File: src/rtl/acq_pkg.sv
// Shared types, record layout and tag decode for the ADC acquisition controller.
package acq_pkg;

  typedef logic [0:0] acq_state_t;
  localparam acq_state_t StIdle = 1'b0;
  localparam acq_state_t StAcq  = 1'b1;

  localparam int unsigned DEF_ADC_W = 12;
  localparam int unsigned DEF_CNT_W = 8;
  localparam int unsigned ROT_W     = 10;
  localparam int unsigned CHAN_W    = 2;

  // rec_data field offsets at the default widths, MSB first: err,sat,chan,rot,cnt,sum,peak
  localparam int unsigned PEAK_LSB  = 0;
  localparam int unsigned SUM_LSB   = PEAK_LSB + DEF_ADC_W;
  localparam int unsigned CNT_LSB   = SUM_LSB + DEF_ADC_W + DEF_CNT_W;
  localparam int unsigned ROT_LSB   = CNT_LSB + DEF_CNT_W;
  localparam int unsigned CHAN_LSB  = ROT_LSB + ROT_W;
  localparam int unsigned SAT_BIT   = CHAN_LSB + CHAN_W;
  localparam int unsigned ERR_BIT   = SAT_BIT + 1;
  localparam int unsigned REC_W_DEF = ERR_BIT + 1;

  // Returns {err, idx}; zero or multi-hot input reports err with idx 0.
  function automatic logic [2:0] onehot4_to_idx(input logic [3:0] oh);
    logic [2:0] res;
    res = 3'b100;
    unique case (oh)
      4'b0001: res = 3'b000;
      4'b0010: res = 3'b001;
      4'b0100: res = 3'b010;
      4'b1000: res = 3'b011;
      default: res = 3'b100;
    endcase
    return res;
  endfunction

endpackage

File: src/rtl/acq_rec_fifo.sv
// First-word-fall-through record FIFO; a push into a full FIFO is accepted only
// when a pop frees the head slot on the same edge.
module acq_rec_fifo #(
  parameter int unsigned DEPTH = 8,
  parameter int unsigned WIDTH = 54
) (
  input  logic             clk_i,
  input  logic             rst_i,
  input  logic             push_i,
  input  logic [WIDTH-1:0] wdata_i,
  input  logic             pop_i,
  output logic [WIDTH-1:0] rdata_o,
  output logic             full_o,
  output logic             empty_o
);

  localparam int unsigned AW = $clog2(DEPTH);

  logic [AW:0]      wptr_q, wptr_d, rptr_q, rptr_d;
  logic [WIDTH-1:0] mem_q [DEPTH];
  logic             do_push, do_pop;

  assign empty_o = (wptr_q == rptr_q);
  assign full_o  = (wptr_q[AW] != rptr_q[AW]) && (wptr_q[AW-1:0] == rptr_q[AW-1:0]);
  assign do_pop  = pop_i & ~empty_o;
  assign do_push = push_i & (~full_o | do_pop);

  always_comb begin
    wptr_d = wptr_q;
    rptr_d = rptr_q;
    if (do_push) wptr_d = wptr_q + {{AW{1'b0}}, 1'b1};
    if (do_pop)  rptr_d = rptr_q + {{AW{1'b0}}, 1'b1};
  end

  always_ff @(posedge clk_i or posedge rst_i) begin
    if (rst_i) begin
      wptr_q <= '0;
      rptr_q <= '0;
    end else begin
      wptr_q <= wptr_d;
      rptr_q <= rptr_d;
    end
  end

  always_ff @(posedge clk_i) begin
    if (do_push) mem_q[wptr_q[AW-1:0]] <= wdata_i;
  end

  // Masked so the read port shows zero whenever nothing is valid.
  assign rdata_o = empty_o ? '0 : mem_q[rptr_q[AW-1:0]];

endmodule

File: src/rtl/adc_acq_ctrl.sv
// ADC window accumulator: tags each adc_en window and queues one record per window.
// Define ACQ_PEAK_EN to fill the peak field with the window maximum.
module adc_acq_ctrl
  import acq_pkg::*;
#(
  parameter int unsigned ADC_W  = DEF_ADC_W,
  parameter int unsigned CNT_W  = DEF_CNT_W,
  parameter int unsigned FIFO_D = 8,
  parameter int unsigned REC_W  = 2 + CHAN_W + ROT_W + CNT_W + (ADC_W + CNT_W) + ADC_W
) (
  input  logic             stp_clk,
  input  logic             sys_init_ctrl,
  input  logic             adc_en,
  input  logic [3:0]       rf_sw,
  input  logic [ROT_W-1:0] rot_count,
  input  logic [ADC_W-1:0] adc_data,
  input  logic             adc_dvld,
  output logic [REC_W-1:0] rec_data,
  output logic             rec_vld,
  input  logic             rec_rdy,
  output logic             ovf,
  output logic             busy
);

  localparam int unsigned SUM_W = ADC_W + CNT_W;

  acq_state_t        state_q, state_d;
  logic              en_q;
  logic              err_q, err_d;
  logic [CHAN_W-1:0] chan_q, chan_d;
  logic [ROT_W-1:0]  rot_q, rot_d;
  logic [CNT_W-1:0]  cnt_q, cnt_d;
  logic [SUM_W-1:0]  sum_q, sum_d;
  logic              ovf_q, ovf_d;
  logic [ADC_W-1:0]  peak;
  logic [2:0]        tag;
  logic              rise, fall, take, cnt_max, sat, push, pop, full, empty;
  logic [SUM_W-1:0]  sample_ext;

  assign rise       = adc_en & ~en_q;
  assign fall       = ~adc_en & en_q;
  assign take       = adc_en & adc_dvld;
  assign cnt_max    = &cnt_q;
  assign sat        = cnt_max;
  assign tag        = onehot4_to_idx(rf_sw);
  assign sample_ext = {{CNT_W{1'b0}}, adc_data};

  always_comb begin
    state_d = state_q;
    err_d   = err_q;
    chan_d  = chan_q;
    rot_d   = rot_q;
    cnt_d   = cnt_q;
    sum_d   = sum_q;
    case (state_q)
      StIdle: begin
        if (rise) begin
          state_d = StAcq;
          err_d   = tag[2];
          chan_d  = tag[1:0];
          rot_d   = rot_count;
          cnt_d   = take ? CNT_W'(1) : '0;
          sum_d   = take ? sample_ext : '0;
        end
      end
      StAcq: begin
        if (fall) begin
          state_d = StIdle;
        end else if (take && !cnt_max) begin
          cnt_d = cnt_q + CNT_W'(1);
          sum_d = sum_q + sample_ext;
        end
      end
      default: state_d = StIdle;
    endcase
  end

`ifdef ACQ_PEAK_EN
  logic [ADC_W-1:0] peak_q, peak_d;

  always_comb begin
    peak_d = peak_q;
    if (state_q == StIdle) begin
      if (rise) peak_d = take ? adc_data : '0;
    end else if (!fall && take && !cnt_max && (adc_data > peak_q)) begin
      peak_d = adc_data;
    end
  end

  always_ff @(posedge stp_clk or posedge sys_init_ctrl) begin
    if (sys_init_ctrl) peak_q <= '0;
    else               peak_q <= peak_d;
  end

  assign peak = peak_q;
`else
  assign peak = '0;
`endif

  assign push  = (state_q == StAcq) & fall;
  assign pop   = rec_rdy & ~empty;
  // A same-edge pop makes room, so only an unrelieved full push is a drop.
  assign ovf_d = ovf_q | (push & full & ~pop);

  always_ff @(posedge stp_clk or posedge sys_init_ctrl) begin
    if (sys_init_ctrl) begin
      state_q <= StIdle;
      en_q    <= 1'b0;
      err_q   <= 1'b0;
      chan_q  <= '0;
      rot_q   <= '0;
      cnt_q   <= '0;
      sum_q   <= '0;
      ovf_q   <= 1'b0;
    end else begin
      state_q <= state_d;
      en_q    <= adc_en;
      err_q   <= err_d;
      chan_q  <= chan_d;
      rot_q   <= rot_d;
      cnt_q   <= cnt_d;
      sum_q   <= sum_d;
      ovf_q   <= ovf_d;
    end
  end

  acq_rec_fifo #(
    .DEPTH (FIFO_D),
    .WIDTH (REC_W)
  ) u_fifo (
    .clk_i   (stp_clk),
    .rst_i   (sys_init_ctrl),
    .push_i  (push),
    .wdata_i ({err_q, sat, chan_q, rot_q, cnt_q, sum_q, peak}),
    .pop_i   (rec_rdy),
    .rdata_o (rec_data),
    .full_o  (full),
    .empty_o (empty)
  );

  assign rec_vld = ~empty;
  assign ovf     = ovf_q;
  assign busy    = (state_q == StAcq);

endmodule
File: config.mk
export PLATFORM = sky130hd
export DESIGN_NAME = adc_acq_ctrl
export DESIGN_NICKNAME = d
export VERILOG_FILES = /design/src/rtl/acq_pkg.sv /design/src/rtl/acq_rec_fifo.sv /design/src/rtl/adc_acq_ctrl.sv
export SDC_FILE = /design/constraint.sdc
export NUM_CORES = 1
export LEC_CHECK = 0
export CAP_MARGIN = 0
export CORE_ASPECT_RATIO = 1.1
export CORE_MARGIN = 2
export CORE_UTILIZATION = 30
export CTS_BUF_LIST = sky130_fd_sc_hd__clkbuf_2
export DETAILED_ROUTE_END_ITERATION = 8
export HOLD_SLACK_MARGIN = 0.05
export SYNTH_ARGS = -nofsm -noshare
export SYNTH_HDL_FRONTEND = slang
export SYNTH_SLANG_ARGS = --single-unit
File: constraint.sdc
create_clock -name stp_clk -period 13.05 [get_ports stp_clk]
set_input_delay 2.61 -clock stp_clk [delete_from_list [all_inputs] [get_ports stp_clk]]
set_output_delay 2.61 -clock stp_clk [all_outputs]
set_load 0.005 [all_outputs]
==> results of run 1 <==
## final cells by class
cell class | count | area share
Clock inverter | 29 | 0.00816
Tap cell | 675 | 0.0463
Clock buffer | 144 | 0.0395
Antenna cell | 1 | 0.000137
Timing Repair Buffer | 96 | 0.0498
Inverter | 10 | 0.00206
Sequential cell | 388 | 0.625
Multi-Input combinational cell | 434 | 0.230
## kinds of logic after synthesis
family	Yosys count
flops	388
simple gates	179
mux	131
compound gates	68
buf+inv	66
xor+xnor	27
fa+ha+maj	17
other cells	1
## layer usage
| metal | global-route usage | share of wire | wire length, um |
|---|---|---|---|
| met4 | 0.0413 | 0.017 | 585 |
| met1 | 0.171 | 0.45 | 15700 |
| met3 | 0.0310 | 0.050 | 1720 |
| met2 | 0.209 | 0.48 | 16500 |
| met5 | 0 | 0 | 0 |
## power by group through the flow
stage	sequential (mW)	clock [mW]	combinational, mW
2_1_floorplan	1.57	0	0.745
3_3_place_gp	1.68	0	1.15
3_5_place_dp	1.69	0	1.15
4_1_cts	1.66	0.824	1.16
5_1_grt	1.68	0.887	1.22
6_report	1.66	0.789	1.12
## worst min path at each step
stage / startpoint / endpoint / slack (ps)
6_report: u_fifo.rptr_q[3]$_DFFE_PP0P_ / u_fifo.rptr_q[3]$_DFFE_PP0P_ / 490
5_1_grt: u_fifo.rptr_q[3]$_DFFE_PP0P_ / u_fifo.rptr_q[3]$_DFFE_PP0P_ / 530
4_1_cts: u_fifo.rptr_q[3]$_DFFE_PP0P_ / u_fifo.rptr_q[3]$_DFFE_PP0P_ / 490
3_5_place_dp: u_fifo.rptr_q[3]$_DFFE_PP0P_ / u_fifo.rptr_q[3]$_DFFE_PP0P_ / 480
3_3_place_gp: u_fifo.rptr_q[3]$_DFFE_PP0P_ / u_fifo.rptr_q[3]$_DFFE_PP0P_ / 470
2_1_floorplan: u_fifo.rptr_q[3]$_DFFE_PP0P_ / u_fifo.rptr_q[3]$_DFFE_PP0P_ / 460
## critical path, cell delays in order (launching register included)
cell             delay (ps)
dfrtp_4                1030
buf_4                   860
mux4_2                  600
mux2i_1                 210
nor2_1                  140
clkdlybuf4s50_1         530
## through the flow
stage          area, sq um  hold WS, ps
4_1_cts              18300          494
3_3_place_gp         17400          475
5_1_grt              18300          532
2_1_floorplan        15900          462
3_5_place_dp         17400          480
6_report             18300          494
## registers in the layout, summed over array words and instances (netlist names)
| register | flops |
|---|---|
| rot_q | 10 |
| en_q | 1 |
| chan_q | 2 |
| u_fifo.rptr_q | 4 |
| sum_q | 20 |
| busy | 1 |
| cnt_q | 8 |
| u_fifo.mem_q | 336 |
| err_q | 1 |
| u_fifo.wptr_q | 4 |
| ovf | 1 |
## layout by cell type, fill, tap and decap left out, types with 9 or more instances in the layout
master / synthesis / routed
a21oi_1: 21 / 21
buf_4: 12 / 21
clkbuf_2: 0 / 144
clkdlybuf4s50_1: 0 / 75
clkinv_1: 0 / 21
conb_1: 1 / 12
dfrtp_1: 52 / 49
edfxtp_1: 336 / 336
ha_1: 15 / 15
inv_1: 10 / 9
mux2i_1: 45 / 45
mux4_2: 84 / 84
nand2_1: 58 / 58
nor2_1: 75 / 73
o21ai_0: 15 / 15
xnor2_1: 17 / 17
xor2_1: 10 / 10
==> metrics.csv, run 1 <==
metric;value;unit
status;completed;
Post-synth EDFFs;336;
die footprint;0.0546;sq mm
R2R setup slack;8930;ps
first-pass GRT wire length;53200;um
final RePlAce weighted congestion;0.741;
Pleak;6.40;nW
end of the critical path;rec_data[52];
largest family of logic cells by synthesized area;multiplexers;
Worst Skew;76.2;ps
Clock Sinks;388;
Post-Synth Simple-Gate Area;0.0513;
DIE WIDTH;223;um
Cell Pwr Density;195;mW/mm^2
Avg WL per Cell;19.4;um
Via density;4.72;
fin util;0.349;
worst setup margin;6040;ps
layout cells sized above 1;0.256;
VDD IR max;0.000103;V
Nets;1075;
Area Growth Syn to Fin;15.4;%
reg2reg start;busy$_DFF_PP0_;
Synth Register Bits;388;
Initial Util;0.302;
Synth Flop Type;edfxtp_1;
number of max-cap violations;0;
via count;8396;
register area;0.0114;sq mm
worst skew pair latency;980;ps
post-cts resize count;0;
cells after synthesis;877;
Root Driver;clkbuf_2;
Slew Limit Fails;0;
Slew HR;0.227;
Tot GR Track Use;0.129;
Synth async-reset ratio;0.134;
critical path peak fanout;45;
Yosys cell types;52;
post-place setup slack;6810;ps
RSZ-0062 raised after global routing;no;
core area;0.0523;sq mm
CTS HTree Levels;3;
area of the multi-input gates;0.00419;sq mm
Setup CP Type;register to output port;
CP Data Arrival Time;4400;ps
register share of total power;0.464;
Clk pwr share;0.221;
synthesized area;0.0158;sq mm
Detailed Route Iter0 Violations;510;
FP Rows;88;
mux cell area share after synthesis;0.149;
f_max;0.143;GHz
Gate power share;0.314;
clock transition at the registers of the reported paths;100;ps
Crit. Startpoint;u_fifo.rptr_q[0]$_DFFE_PP0P_;
post-synth top area share;0.638;
total routed wirelength;34500;um
worst min path class;register to register;
post-synthesis xor/xnor area fraction;0.0149;
minimum clock period;7010;ps
top-count cell post-synth;edfxtp_1;
final period utilization;0.537;
Reg2Reg Capture Point;u_fifo.mem_q[6][29]$_DFFE_PP_;
Ports;88;
syn avg cell area;18.0;sq um
switching share of power;0.323;
DR pass1 iterations;4;
Filler Cell Count;4967;
TritonCTS clock tree;yes;
Seq/Total Area, Yosys;0.720;
initial antenna violation count;1;
FF-to-FF path depth;5;
Hold Buf Count CTS;0;
power consumption;3.57;mW
final setup violation count;0;
Final HPWL DP;19900;um
non-filler cells, final;1777;
Worst EP required;10440;ps
setup tns final;0;ps
largest net degree at the start of global routing;65;
area leader, netlist;edfxtp_1;
Synth top cells by count;336 x edfxtp_1, 84 x mux4_2, 75 x nor2_1, 58 x nand2_1, 52 x dfrtp_1;
DRT antenna net count;0;
worst slew pin tran;1150;ps
cell-internal power;2.42;mW
P_sw;1.15;mW
# port buffers;75;
Startpoint Class;register;
compound-cell area share of the yosys netlist;0.0293;
clk buf depth;3;
Ys Warns;0;
grt total ovfl;0;
Synth Area in Adders;0.0138;
die span in y;245;um
Synth area leaders;edfxtp_1 64%, mux4_2 12%, dfrtp_1 8.2%;
placed cells;1603;
hold path depth;1;
DRC;0;
setup bufs post-CTS;0;
crit end category;output port;
Fin. Hold Viols;0;
Num CTS Buffers;98;
number of global-route vias before repair;9032;
Power figures use the tool's default switching activity.
==> run 2, diff against run 1 <==
clock period = 5.7 ns   (was 13.05 ns; I/O delays follow)
==> metrics.csv, run 2 (synthesis gave the netlist of run 1 again) <==
metric;value;unit;change
Slew HR;0.206;;was 0.227
minimum clock period;4960;ps;
DR pass1 iterations;4;;unchanged
Root Driver;clkbuf_2;;unchanged
final period utilization;0.870;;
Pleak;6.44;nW;was 6.40 nW
clock transition at the registers of the reported paths;100;ps;about the same
Area Growth Syn to Fin;16.1;%;was 15.4%
Worst EP required;4560;ps;was 10440 ps
final setup violation count;0;;unchanged
worst setup margin;738;ps;was 6040 ps
Fin. Hold Viols;0;;unchanged
Tot GR Track Use;0.130;;was 0.129
# port buffers;75;;unchanged
setup bufs post-CTS;0;;unchanged
Final HPWL DP;19600;um;was 19900 um
crit end category;output port;;unchanged
worst slew pin tran;1190;ps;was 1150 ps
f_max;0.202;GHz;
die footprint;0.0546;sq mm;unchanged
worst skew pair latency;1000;ps;was 980 ps
core area;0.0523;sq mm;unchanged
Detailed Route Iter0 Violations;705;;was 510
post-place setup slack;1600;ps;was 6810 ps
placed cells;1605;;was 1603
FP Rows;88;;unchanged
TritonCTS clock tree;yes;;unchanged
largest net degree at the start of global routing;61;;was 65
clk buf depth;3;;unchanged
Slew Limit Fails;0;;unchanged
Hold Buf Count CTS;0;;unchanged
Worst Skew;89.5;ps;was 76.2 ps
first-pass GRT wire length;53200;um;about the same
Cell Pwr Density;451;mW/mm^2;was 195 mW/mm^2
VDD IR max;0.000269;V;was 0.000103 V
Via density;4.70;;was 4.72
Setup CP Type;register to output port;;unchanged
power consumption;8.28;mW;was 3.57 mW
number of global-route vias before repair;8814;;was 9032
DRC;0;;unchanged
commonest cells after routing, fill and taps aside;336 x edfxtp_1, 146 x clkbuf_2, 84 x mux4_2;;was 336 x edfxtp_1, 144 x clkbuf_2, 84 x mux4_2
via count;8373;;was 8396
Clock Sinks;388;;unchanged
Nets;1074;;was 1075
post-cts resize count;0;;unchanged
CP Data Arrival Time;3820;ps;was 4400 ps
setup tns final;0;ps;unchanged
worst hold margin;499;ps;was 494 ps
total routed wirelength;34600;um;was 34500 um
grt total ovfl;0;;unchanged
Ports;88;;unchanged
Initial Util;0.302;;unchanged
die span in y;245;um;unchanged
DRT antenna net count;0;;unchanged
max FFs per register;336;;unchanged
CTS HTree Levels;3;;unchanged
layout cells sized above 1;0.257;;was 0.256
number of max-cap violations;0;;unchanged
most common cell after layout, fill and taps aside;edfxtp_1;;unchanged
DIE WIDTH;223;um;unchanged
initial antenna violation count;1;;unchanged
Startpoint Class;register;;unchanged
non-filler cells, final;1783;;was 1777
Num CTS Buffers;95;;was 98
status;completed;;unchanged
Avg WL per Cell;19.4;um;about the same
final RePlAce weighted congestion;0.698;;was 0.741
worst min path class;register to register;;unchanged
RSZ-0062 raised after global routing;no;;unchanged
critical path peak fanout;58;;was 45
## run 2: power by group
part	switching (mW)	internal, mW	leakage (nW)	total, mW
registers	0.358	3.41	3.67	3.77
logic	1.19	1.42	2.08	2.60
clock network	1.09	0.816	0.695	1.91
total	2.64	5.64	6.44	8.28
## run 2: through the flow
stage | area (sq um) | util
2_1_floorplan | 15900 | -
3_3_place_gp | 17400 | 0.333
3_5_place_dp | 17400 | 0.333
4_1_cts | 18400 | 0.351
5_1_grt | 18400 | 0.351
6_report | 18400 | 0.351
## run 2: cell type report
cell class                 count  area, sq um
inverter                      10         37.5
clock buffer                 146          731
timing repair buffer          98          948
fill                        4960        33900
multi-input combinational    434         4190
tap                          675          845
sequential                   388        11400
clock inverter                31          205
antenna                        1         2.50
## run 2: path summary, 6_finish.rpt
| kind | start | endpoint | slack, ps | cells past startpoint |
|---|---|---|---|---|
| worst min register to register | u_fifo.rptr_q[3]$_DFFE_PP0P_ | u_fifo.rptr_q[3]$_DFFE_PP0P_ | 500 | 1 |
| worst min-delay path | u_fifo.rptr_q[3]$_DFFE_PP0P_ | u_fifo.rptr_q[3]$_DFFE_PP0P_ | 500 | 1 |
| min in group asynchronous | sys_init_ctrl | sum_q[4]$_DFFE_PP0P_ | 570 | 2 |
| worst max register to register | busy$_DFF_PP0_ | u_fifo.mem_q[7][16]$_DFFE_PP_ | 2310 | 5 |
| worst max-delay path | u_fifo.rptr_q[1]$_DFFE_PP0P_ | rec_data[52] | 740 | 5 |
| max in group asynchronous | sys_init_ctrl | u_fifo.rptr_q[1]$_DFFE_PP0P_ | 4130 | 3 |
## run 2: per-layer routing
layer	wire [um]	part of all wire	track usage	vias up
met5	0	0	0	-
met4	574	0.017	0.0411	0
met3	1940	0.056	0.0345	55
met2	17100	0.49	0.216	225
met1	15000	0.43	0.167	4300
li1	-	-	-	3793
## run 2: worst max-delay path: stages (launching register included)
cell and delay (ps):
dfrtp_4 750, buf_4 790, mux4_2 430, mux2i_1 330
nor2_1 90, clkdlybuf4s50_1 460
==> run 3, diff against run 2 <==
HOLD_SLACK_MARGIN = 0.03   (was 0.05)
==> results of run 3 <==
No change in the layout: final DEF, timing and power equal those of run 2.
